File: config.mk
export PLATFORM = sky130hd
export DESIGN_NAME = ble_frame_parser
export DESIGN_NICKNAME = d
export VERILOG_FILES = /design/src/rtl/ble_frame_parser.sv
export SDC_FILE = /design/constraint.sdc
export NUM_CORES = 1
export LEC_CHECK = 0
export ABC_AREA = 1
export CORE_AREA = 2 2 181 183
export DETAILED_ROUTE_END_ITERATION = 10
export DIE_AREA = 0 0 183 185
export GPL_ROUTABILITY_DRIVEN = 0
export HOLD_SLACK_MARGIN = 0.1
export PLACE_DENSITY = 0.46
export SLEW_MARGIN = 20
export SYNTH_ARGS = -nofsm -noshare
export SYNTH_HDL_FRONTEND = slang
export SYNTH_SLANG_ARGS = --single-unit
File: constraint.sdc
create_clock -name clk_in -period 2.95 [get_ports clk_in]
set_clock_uncertainty 0.15 [all_clocks]
set_input_delay 0.885 -clock clk_in [delete_from_list [all_inputs] [get_ports clk_in]]
set_output_delay 0.885 -clock clk_in [all_outputs]
set_load 0.02 [all_outputs]
File: src/rtl/ble_frame_parser.sv
`default_nettype none
// =============================================================================
// Module   : ble_frame_parser
// Brief    : Checks SYNC/CMD/LEN/payload/CHK frames from the BLE UART byte
//            stream and holds the last good frame behind a valid/ready port.
// Revision : 1.0 - initial release
// =============================================================================
module ble_frame_parser #(
  parameter int         MAX_LEN        = 8,
  parameter int         TIMEOUT_CYCLES = 742500,
  parameter logic [7:0] SYNC_BYTE      = 8'hA5
) (
  input  logic                 clk_in,
  input  logic                 rst_n_in,
  input  logic [7:0]           byte_in,
  input  logic                 byte_valid_in,
  input  logic                 frame_ready_in,
  output logic                 frame_valid_out,
  output logic [7:0]           cmd_out,
  output logic [3:0]           len_out,
  output logic [8*MAX_LEN-1:0] payload_out,
  output logic [7:0]           err_count_out,
  output logic [7:0]           drop_count_out,
  output logic                 busy_out
);

  localparam int                 c_timer_w      = $clog2(TIMEOUT_CYCLES + 1);
  localparam logic [c_timer_w-1:0] c_timeout_last = c_timer_w'(TIMEOUT_CYCLES - 1);
  localparam logic [7:0]         c_max_len      = 8'(MAX_LEN);

  typedef enum logic [2:0] {
    ST_IDLE    = 3'd0,
    ST_CMD     = 3'd1,
    ST_LEN     = 3'd2,
    ST_PAYLOAD = 3'd3,
    ST_CHECK   = 3'd4
  } state_t;

  state_t                 r_state;
  logic [7:0]             r_cmd;
  logic [3:0]             r_len;
  logic [7:0]             r_chk;
  logic [3:0]             r_idx;
  logic [8*MAX_LEN-1:0]   r_payload;
  logic [c_timer_w-1:0]   r_timer;

  logic w_expire;
  logic w_bad_len;
  logic w_bad_chk;
  logic w_commit;
  logic w_can_load;

  // An arriving byte always beats the gap timer in the expiry cycle.
  assign w_expire   = (r_state != ST_IDLE) && !byte_valid_in && (r_timer == c_timeout_last);
  assign w_bad_len  = byte_valid_in && (r_state == ST_LEN) && (byte_in > c_max_len);
  assign w_bad_chk  = byte_valid_in && (r_state == ST_CHECK) && (byte_in != r_chk);
  assign w_commit   = byte_valid_in && (r_state == ST_CHECK) && (byte_in == r_chk);
  assign w_can_load = !frame_valid_out || frame_ready_in;
  assign busy_out   = (r_state != ST_IDLE);

  always_ff @(posedge clk_in or negedge rst_n_in) begin
    if (!rst_n_in) begin
      r_state         <= ST_IDLE;
      r_cmd           <= '0;
      r_len           <= '0;
      r_chk           <= '0;
      r_idx           <= '0;
      r_payload       <= '0;
      r_timer         <= '0;
      frame_valid_out <= 1'b0;
      cmd_out         <= '0;
      len_out         <= '0;
      payload_out     <= '0;
      err_count_out   <= '0;
      drop_count_out  <= '0;
    end else begin
      if (byte_valid_in || (r_state == ST_IDLE) || w_expire) begin
        r_timer <= '0;
      end else begin
        r_timer <= r_timer + 1'b1;
      end

      if (byte_valid_in) begin
        case (r_state)
          ST_IDLE: begin
            if (byte_in == SYNC_BYTE) r_state <= ST_CMD;
          end
          ST_CMD: begin
            r_cmd   <= byte_in;
            r_chk   <= byte_in;
            r_state <= ST_LEN;
          end
          ST_LEN: begin
            if (w_bad_len) begin
              r_state <= ST_IDLE;
            end else begin
              r_len     <= byte_in[3:0];
              r_chk     <= r_chk ^ byte_in;
              r_idx     <= '0;
              r_payload <= '0;
              r_state   <= (byte_in == 8'd0) ? ST_CHECK : ST_PAYLOAD;
            end
          end
          ST_PAYLOAD: begin
            r_payload[8*r_idx +: 8] <= byte_in;
            r_chk                   <= r_chk ^ byte_in;
            r_idx                   <= r_idx + 4'd1;
            if (r_idx == r_len - 4'd1) r_state <= ST_CHECK;
          end
          ST_CHECK: begin
            r_state <= ST_IDLE;
          end
          default: r_state <= ST_IDLE;
        endcase
      end else if (w_expire) begin
        r_state <= ST_IDLE;
      end

      // A commit may refill the register in the same cycle it is consumed.
      if (w_commit && w_can_load) begin
        frame_valid_out <= 1'b1;
        cmd_out         <= r_cmd;
        len_out         <= r_len;
        payload_out     <= r_payload;
      end else if (frame_valid_out && frame_ready_in) begin
        frame_valid_out <= 1'b0;
      end

      if (w_commit && !w_can_load && (drop_count_out != 8'hFF)) begin
        drop_count_out <= drop_count_out + 8'd1;
      end

      if ((w_expire || w_bad_len || w_bad_chk) && (err_count_out != 8'hFF)) begin
        err_count_out <= err_count_out + 8'd1;
      end
    end
  end

endmodule
`default_nettype wire
==> results.toml, run 1 <==
[timing]
rsz0062_at_grt = "false"
final_max_slew_viol_count = 0
fin_setup_tns_ns = 0
fin_crit_sh_pct = 95.5
fin_crit_ns = 2.82
worst_pin_slew_ns = 0.508
timing.slew.headroom_pct = 66.2
max_clock_freq_mhz = 355
hold_slack_ns = 0.206
setup_viol = 0
hold_viol = 0

[routing]
drt_iter0_markers = 503
wirelength_um = 25500
viasPerCell = 4.55
routedWlPerCell_um = 14.7
vias = 7906
postRouteAntennaNets = 0
firstDrtPassIters = 5
drcViolationCount = 0

[placed_design]
dp.cells = 1695
portBuffers = 105
dp_hpwl_um = 18400

[cts]
clock-root-buffer = "clkbuf_16"
clkTransAtPathRegs_ns = 0.06
clock_path_buffers = 3
clk_latency_ns = 0.51
cts-buffers-inserted = 25
cts_tree = "done"
cts.sinks = 204
h-tree-depth = 1

[grt]
grt_antenna_before_repair = 0
grt_start_max_net_pins = 66
grt_overflow = 0
grt_first_pass_wirelength_um = 42000
grt_pass1_vias = 8027
grt_usage_pct = 15.4

[power]
power.density_nw_per_um2 = 637
leakagePower_nw = 6.06
ir_drop_uv = 376

[final_layout]
stdcell_count = 1739
antenna_cells = 0
num-fill-cells = 3355
area_delta_synth_final_pct = 28.0
drive_above_1_share_pct = 9.47
fin_nets = 1333

[worst_setup_path]
arrival_ns = 1.78
worstPathRequired_ns = 1.92
cp_max_fo = 5
crit_type = "flop to primary output"
end_kind = "primary output"
startpoint_type = "flop"

[synth]
yosys-top-cells-area = "dfrtp_1 54%, nand2_1 17%, nand3_1 8.4%"
synthFlopType = "dfrtp_1"
postSynthCellCount = 1175
syn-mean-instance-area_um2 = 8.07
synth_top_area_share_pct = 53.8
yosysSeqAreaShare_pct = 53.8
yosysWarningCount = 0
synth-seq-cells = 204
ys_async_sr_fraction_pct = 100
synth_cell_types = 31
syn_nets = 1194
yosys.area.top_type = "dfrtp_1"
synth_edf_count = 0
synth_area_um2 = 9480

[floorplanning]
start_util_pct = 29.6
dieWidth_um = 183
fp.dieArea_um2 = 33900
ios = 106
coreArea_um2 = 32000
die_h_um = 185
rows = 66

[outcome]
status = "finished, final reports clean"

[worst_hold_path]
hold_class = "input port to asynchronous set/reset pin"

[flow_run]
drv_cap = 0
## layout by cell type (no fill, tap or decap), drive strengths merged
cell type      netlist  routed
nor3                 9       9
clkdlybuf4s50        0     103
nor2               101     101
a21oi                5       5
o21bai               1       1
xor2                16      16
nand2              438     438
dlygate4sd2          0       1
buf                 20      49
ha                   7       7
inv                 89      89
nand3              162     162
xnor2                8       8
clkinv               0       6
and3                 1       1
clkinvlp             0       2
bufinv               0       1
or2                  1       1
a31oi                1       1
dfrtp              204     204
clkbuf              22      36
nor4                 2       2
nor3b                6       6
nand4               21      21
o21ai               61      61
## path summary, 6_finish.rpt
kind | start | endpoint | slack [ns] | cells past startpoint
hold / removal | rst_n_in | drop_count_out[5]$_DFFE_PN0P_ | 0.21 | 1
setup / recovery | r_state[0]$_DFFE_PN0P_ | busy_out | 0.13 | 5
min in group clk_in | r_timer[0]$_DFF_PN0_ | r_timer[0]$_DFF_PN0_ | 0.31 | 1
setup reg to reg | r_idx[0]$_DFFE_PN0P_ | r_payload[8]$_DFFE_PN0P_ | 0.58 | 9
max in group asynchronous | rst_n_in | payload_out[19]$_DFFE_PN0P_ | 1.79 | 2
hold reg to reg | r_timer[0]$_DFF_PN0_ | r_timer[0]$_DFF_PN0_ | 0.31 | 1
## cell usage after synthesis, types with 2 or more instances
cell type and n:
nand2_1 428, dfrtp_1 204, nand3_1 160, nor2_1 93, inv_1 78, o21ai_0 57
clkbuf_1 22, nand4_1 21, xor2_1 16, buf_2 14, inv_2 11, nand2_4 9
nor3_1 8, xnor2_1 8, ha_1 7, nor2_2 6, nor3b_1 6, a21oi_1 5
o21ai_1 4, buf_6 3, buf_4 2, nand3_2 2, nor2_4 2, nor4_1 2
## through the flow
stage / util (%) / area (um^2) / total power [mW] / worst slack, ns
global route: 37.9 / 12100 / 8.21 / 0.0103
finish: 37.9 / 12100 / 7.73 / 0.132
CTS: 37.9 / 12100 / 7.84 / 0.0982
detailed placement: 35.4 / 11300 / 4.80 / -0.0687
global placement: 35.4 / 11300 / 4.79 / -0.0711
floorplan: - / 9480 / 4.23 / 0.744
## critical path, cell delays in order (launching register included)
cell	delay [ns]
dfrtp_1	0.45
nor2_1	0.19
inv_2	0.07
nor2_2	0.16
inv_1	0.07
dlygate4sd2_1	0.33
## timing repair
item	CTS	global route
buffers inserted	0	0
resized for setup	2	0
endpoints found under the setup margin	1	0
hold buffers	0	0
## routing by layer
| layer | up-vias | global-route usage, % | share of wire (%) |
|---|---|---|---|
| met5 | - | 0 | 0 |
| met4 | 0 | 3.33 | 1.2 |
| met3 | 24 | 2.46 | 4.1 |
| met2 | 135 | 26.3 | 48 |
| met1 | 3698 | 20.5 | 47 |
| li1 | 4049 | - | - |
## registers in the layout (all words and copies together) (netlist names), 8 cells and up
| signal | count |
|---|---|
| r_payload | 64 |
| drop_count_out | 8 |
| err_count_out | 8 |
| payload_out | 64 |
| cmd_out | 8 |
| r_chk | 8 |
| r_timer | 20 |
| r_cmd | 8 |
## cell type report
cell class,instances,area (um^2),area share [%]
sequential,204,5100,42.1
multi-input combinational,840,3840,31.7
timing repair buffer,154,1530,12.6
clock buffer,35,733,6.04
tap,408,510,4.21
inverter,89,334,2.75
clock inverter,9,75.1,0.619
## cell families (layout without fill, tap and decap cells)
family	Yosys count	after routing	share of synthesized area, %
xor+xnor	24	24	2.22
compound gates	68	68	3.63
flops	204	204	53.8
fa+ha+maj	7	7	0.924
buf+inv	131	287	5.69
simple gates	741	741	33.7
## power by group
| group | switching, mW | total (mW) | internal (mW) |
|---|---|---|---|
| clock network | 1.18 | 2.99 | 1.81 |
| registers | 0.168 | 3.16 | 3.00 |
| logic | 1.03 | 1.58 | 0.551 |
(Power assumes the default switching activity.)
==> run 2: changes to the inputs <==
--- a/config.mk
+++ b/config.mk
@@ -11,8 +11,7 @@
 export DIE_AREA = 0 0 183 185
 export GPL_ROUTABILITY_DRIVEN = 0
 export HOLD_SLACK_MARGIN = 0.1
-export PLACE_DENSITY = 0.46
-export SLEW_MARGIN = 20
+export SLEW_MARGIN = 10
 export SYNTH_ARGS = -nofsm -noshare
 export SYNTH_HDL_FRONTEND = slang
 export SYNTH_SLANG_ARGS = --single-unit
==> run 2 against run 1 <==
  * Setup slack is essentially flat
  * Hold slack lost 0.023 ns
  * Clock power shrank 8.0%
  * Fmax is essentially flat
  * Combinational power is essentially flat
  * Final cell count shrank 0.63%
  * Via count shrank 0.56%
  * Sequential share of layout area grew 0.42 points
  * Sequential power is essentially flat
  * Global-route usage shrank 0.82 points
  * Non-clock buffer count shrank 6
  * Highest routed layer is now met5
==> results.toml, run 2 (synthesis gave the netlist of run 1 again) <==
[grt]
grt_start_max_net_pins = 66
grt_overflow = 0
grt_pass1_vias = 7739
grt_antenna_before_repair = 1
grt_first_pass_wirelength_um = 40100
grt_usage_pct = 14.5

[power]
ir_drop_uv = 413
power.density_nw_per_um2 = 622
power.total_mw = 7.48
leakagePower_nw = 6.00

[timing]
fin_crit_ns = 2.82
final_max_slew_viol_count = 0
worst_pin_slew_ns = 0.543
hold_viol = 0
rsz0062_at_grt = "false"
fin_crit_sh_pct = 95.6
setup_ws_ns = 0.131
max_clock_freq_mhz = 355
setup_viol = 0
hold_slack_ns = 0.183
timing.slew.headroom_pct = 63.5

[placed_design]
dp_slack_ns = -0.141
dp_hpwl_um = 17700
dp.cells = 1689
portBuffers = 105

[flow_run]
drv_cap = 0

[routing]
drt_iter0_markers = 535
postRouteAntennaNets = 0
viasPerCell = 4.55
wirelength_um = 24100
firstDrtPassIters = 7
drcViolationCount = 0
vias = 7862
routedWlPerCell_um = 13.9

[cts]
cts_tree = "done"
clock_path_buffers = 3
clkTransAtPathRegs_ns = 0.06
clock-root-buffer = "clkbuf_16"
post_cts_buffers = 0
postCtsHoldBufs = 0
h-tree-depth = 1
clk_latency_ns = 0.52
cts.sinks = 204
cts-buffers-inserted = 23
cts_resized = 2

[final_layout]
largest_registers = "payload_out x64, r_payload x64, r_timer x20"
final_common_cell = "nand2_1"
fin_util_pct = 37.5
num-fill-cells = 3282
area_delta_synth_final_pct = 26.7
antenna_cells = 0
stdcell_count = 1728
drive_above_1_share_pct = 8.56
final_cell_mix = "428 x nand2_1, 204 x dfrtp_1, 160 x nand3_1"
fin_nets = 1325

[floorplanning]
ios = 106
fp.dieArea_um2 = 33900
dieWidth_um = 183
rows = 66
start_util_pct = 29.6
die_h_um = 185
coreArea_um2 = 32000

[worst_setup_path]
slowest_delay_ns = 0.46
arrival_ns = 1.78
slowest_stage = "dfrtp_1"
startpoint_type = "flop"
cp_cell_sequence = "nor2_2 > inv_2 > nor2_2 > inv_1 > dlygate4sd2_1"
crit_type = "flop to primary output"
worstPathRequired_ns = 1.92
cp_max_fo = 5
end_kind = "primary output"
critPathMostFrequentCell = "nor2_2"

[outcome]
status = "finished, final reports clean"

[worst_hold_path]
hold_class = "input port to asynchronous set/reset pin"
run 2: cell count changes in the layout (fill, tap and decap cells not counted), sizes merged:
cell | previous run | this run
clkbuf | 36 | 33
clkinvlp | 2 | 0
buf | 49 | 43
inv | 89 | 91
clkinv | 6 | 4
run 2: layout make-up:
| class | count | area [um^2] | share of cell area (%) |
|---|---|---|---|
| Clock buffer | 32 | 639 | 5.32 |
| Clock inverter | 7 | 78.8 | 0.656 |
| Inverter | 89 | 334 | 2.78 |
| Multi-Input combinational cell | 840 | 3850 | 32.0 |
| Sequential cell | 204 | 5100 | 42.5 |
| Tap cell | 408 | 510 | 4.25 |
| Timing Repair Buffer | 148 | 1500 | 12.5 |
run 2: report_power, final:
part / switching [mW] / internal [mW]
Combinational: 1.02 / 0.552
Sequential: 0.161 / 3.00
Clock: 1.15 / 1.61
Total: 2.32 / 5.15
run 2: final timing paths:
path / to / startpoint / depth (start not counted) / slack (ns)
min reg2reg: r_timer[0]$_DFF_PN0_ / r_timer[0]$_DFF_PN0_ / 1 / 0.31
min: err_count_out[6]$_DFFE_PN0P_ / rst_n_in / 1 / 0.18
max: busy_out / r_state[0]$_DFFE_PN0P_ / 5 / 0.13
max in group asynchronous: r_payload[33]$_DFFE_PN0P_ / rst_n_in / 2 / 1.79
max reg2reg: r_payload[24]$_DFFE_PN0P_ / r_idx[0]$_DFFE_PN0P_ / 10 / 0.54
min in group clk_in: r_timer[0]$_DFF_PN0_ / r_timer[0]$_DFF_PN0_ / 1 / 0.31
run 2: critical path: cells and delay by family (launching register included):
kind	cells	cell delay [ns]
buffers and inverters	3	0.50
DFF	1	0.46
and+or+nand+nor	2	0.31
run 2: per-layer routing:
| layer | global-route usage, % | share of wire [%] | vias to the layer above |
|---|---|---|---|
| met3 | 2.63 | 4.6 | 41 |
| met4 | 3.58 | 2.1 | 2 |
| met5 | 0 | 0.054 | - |
| met1 | 19.2 | 46 | 3645 |
| li1 | - | - | 4019 |
| met2 | 24.8 | 47 | 155 |
run 2: metrics by stage:
step / setup TNS [ns] / cell area (um^2)
2_1_floorplan: 0 / 9480
3_3_place_gp: -11.71 / 11300
3_5_place_dp: -15.45 / 11300
4_1_cts: 0 / 12000
5_1_grt: 0 / 12000
6_report: 0 / 12000
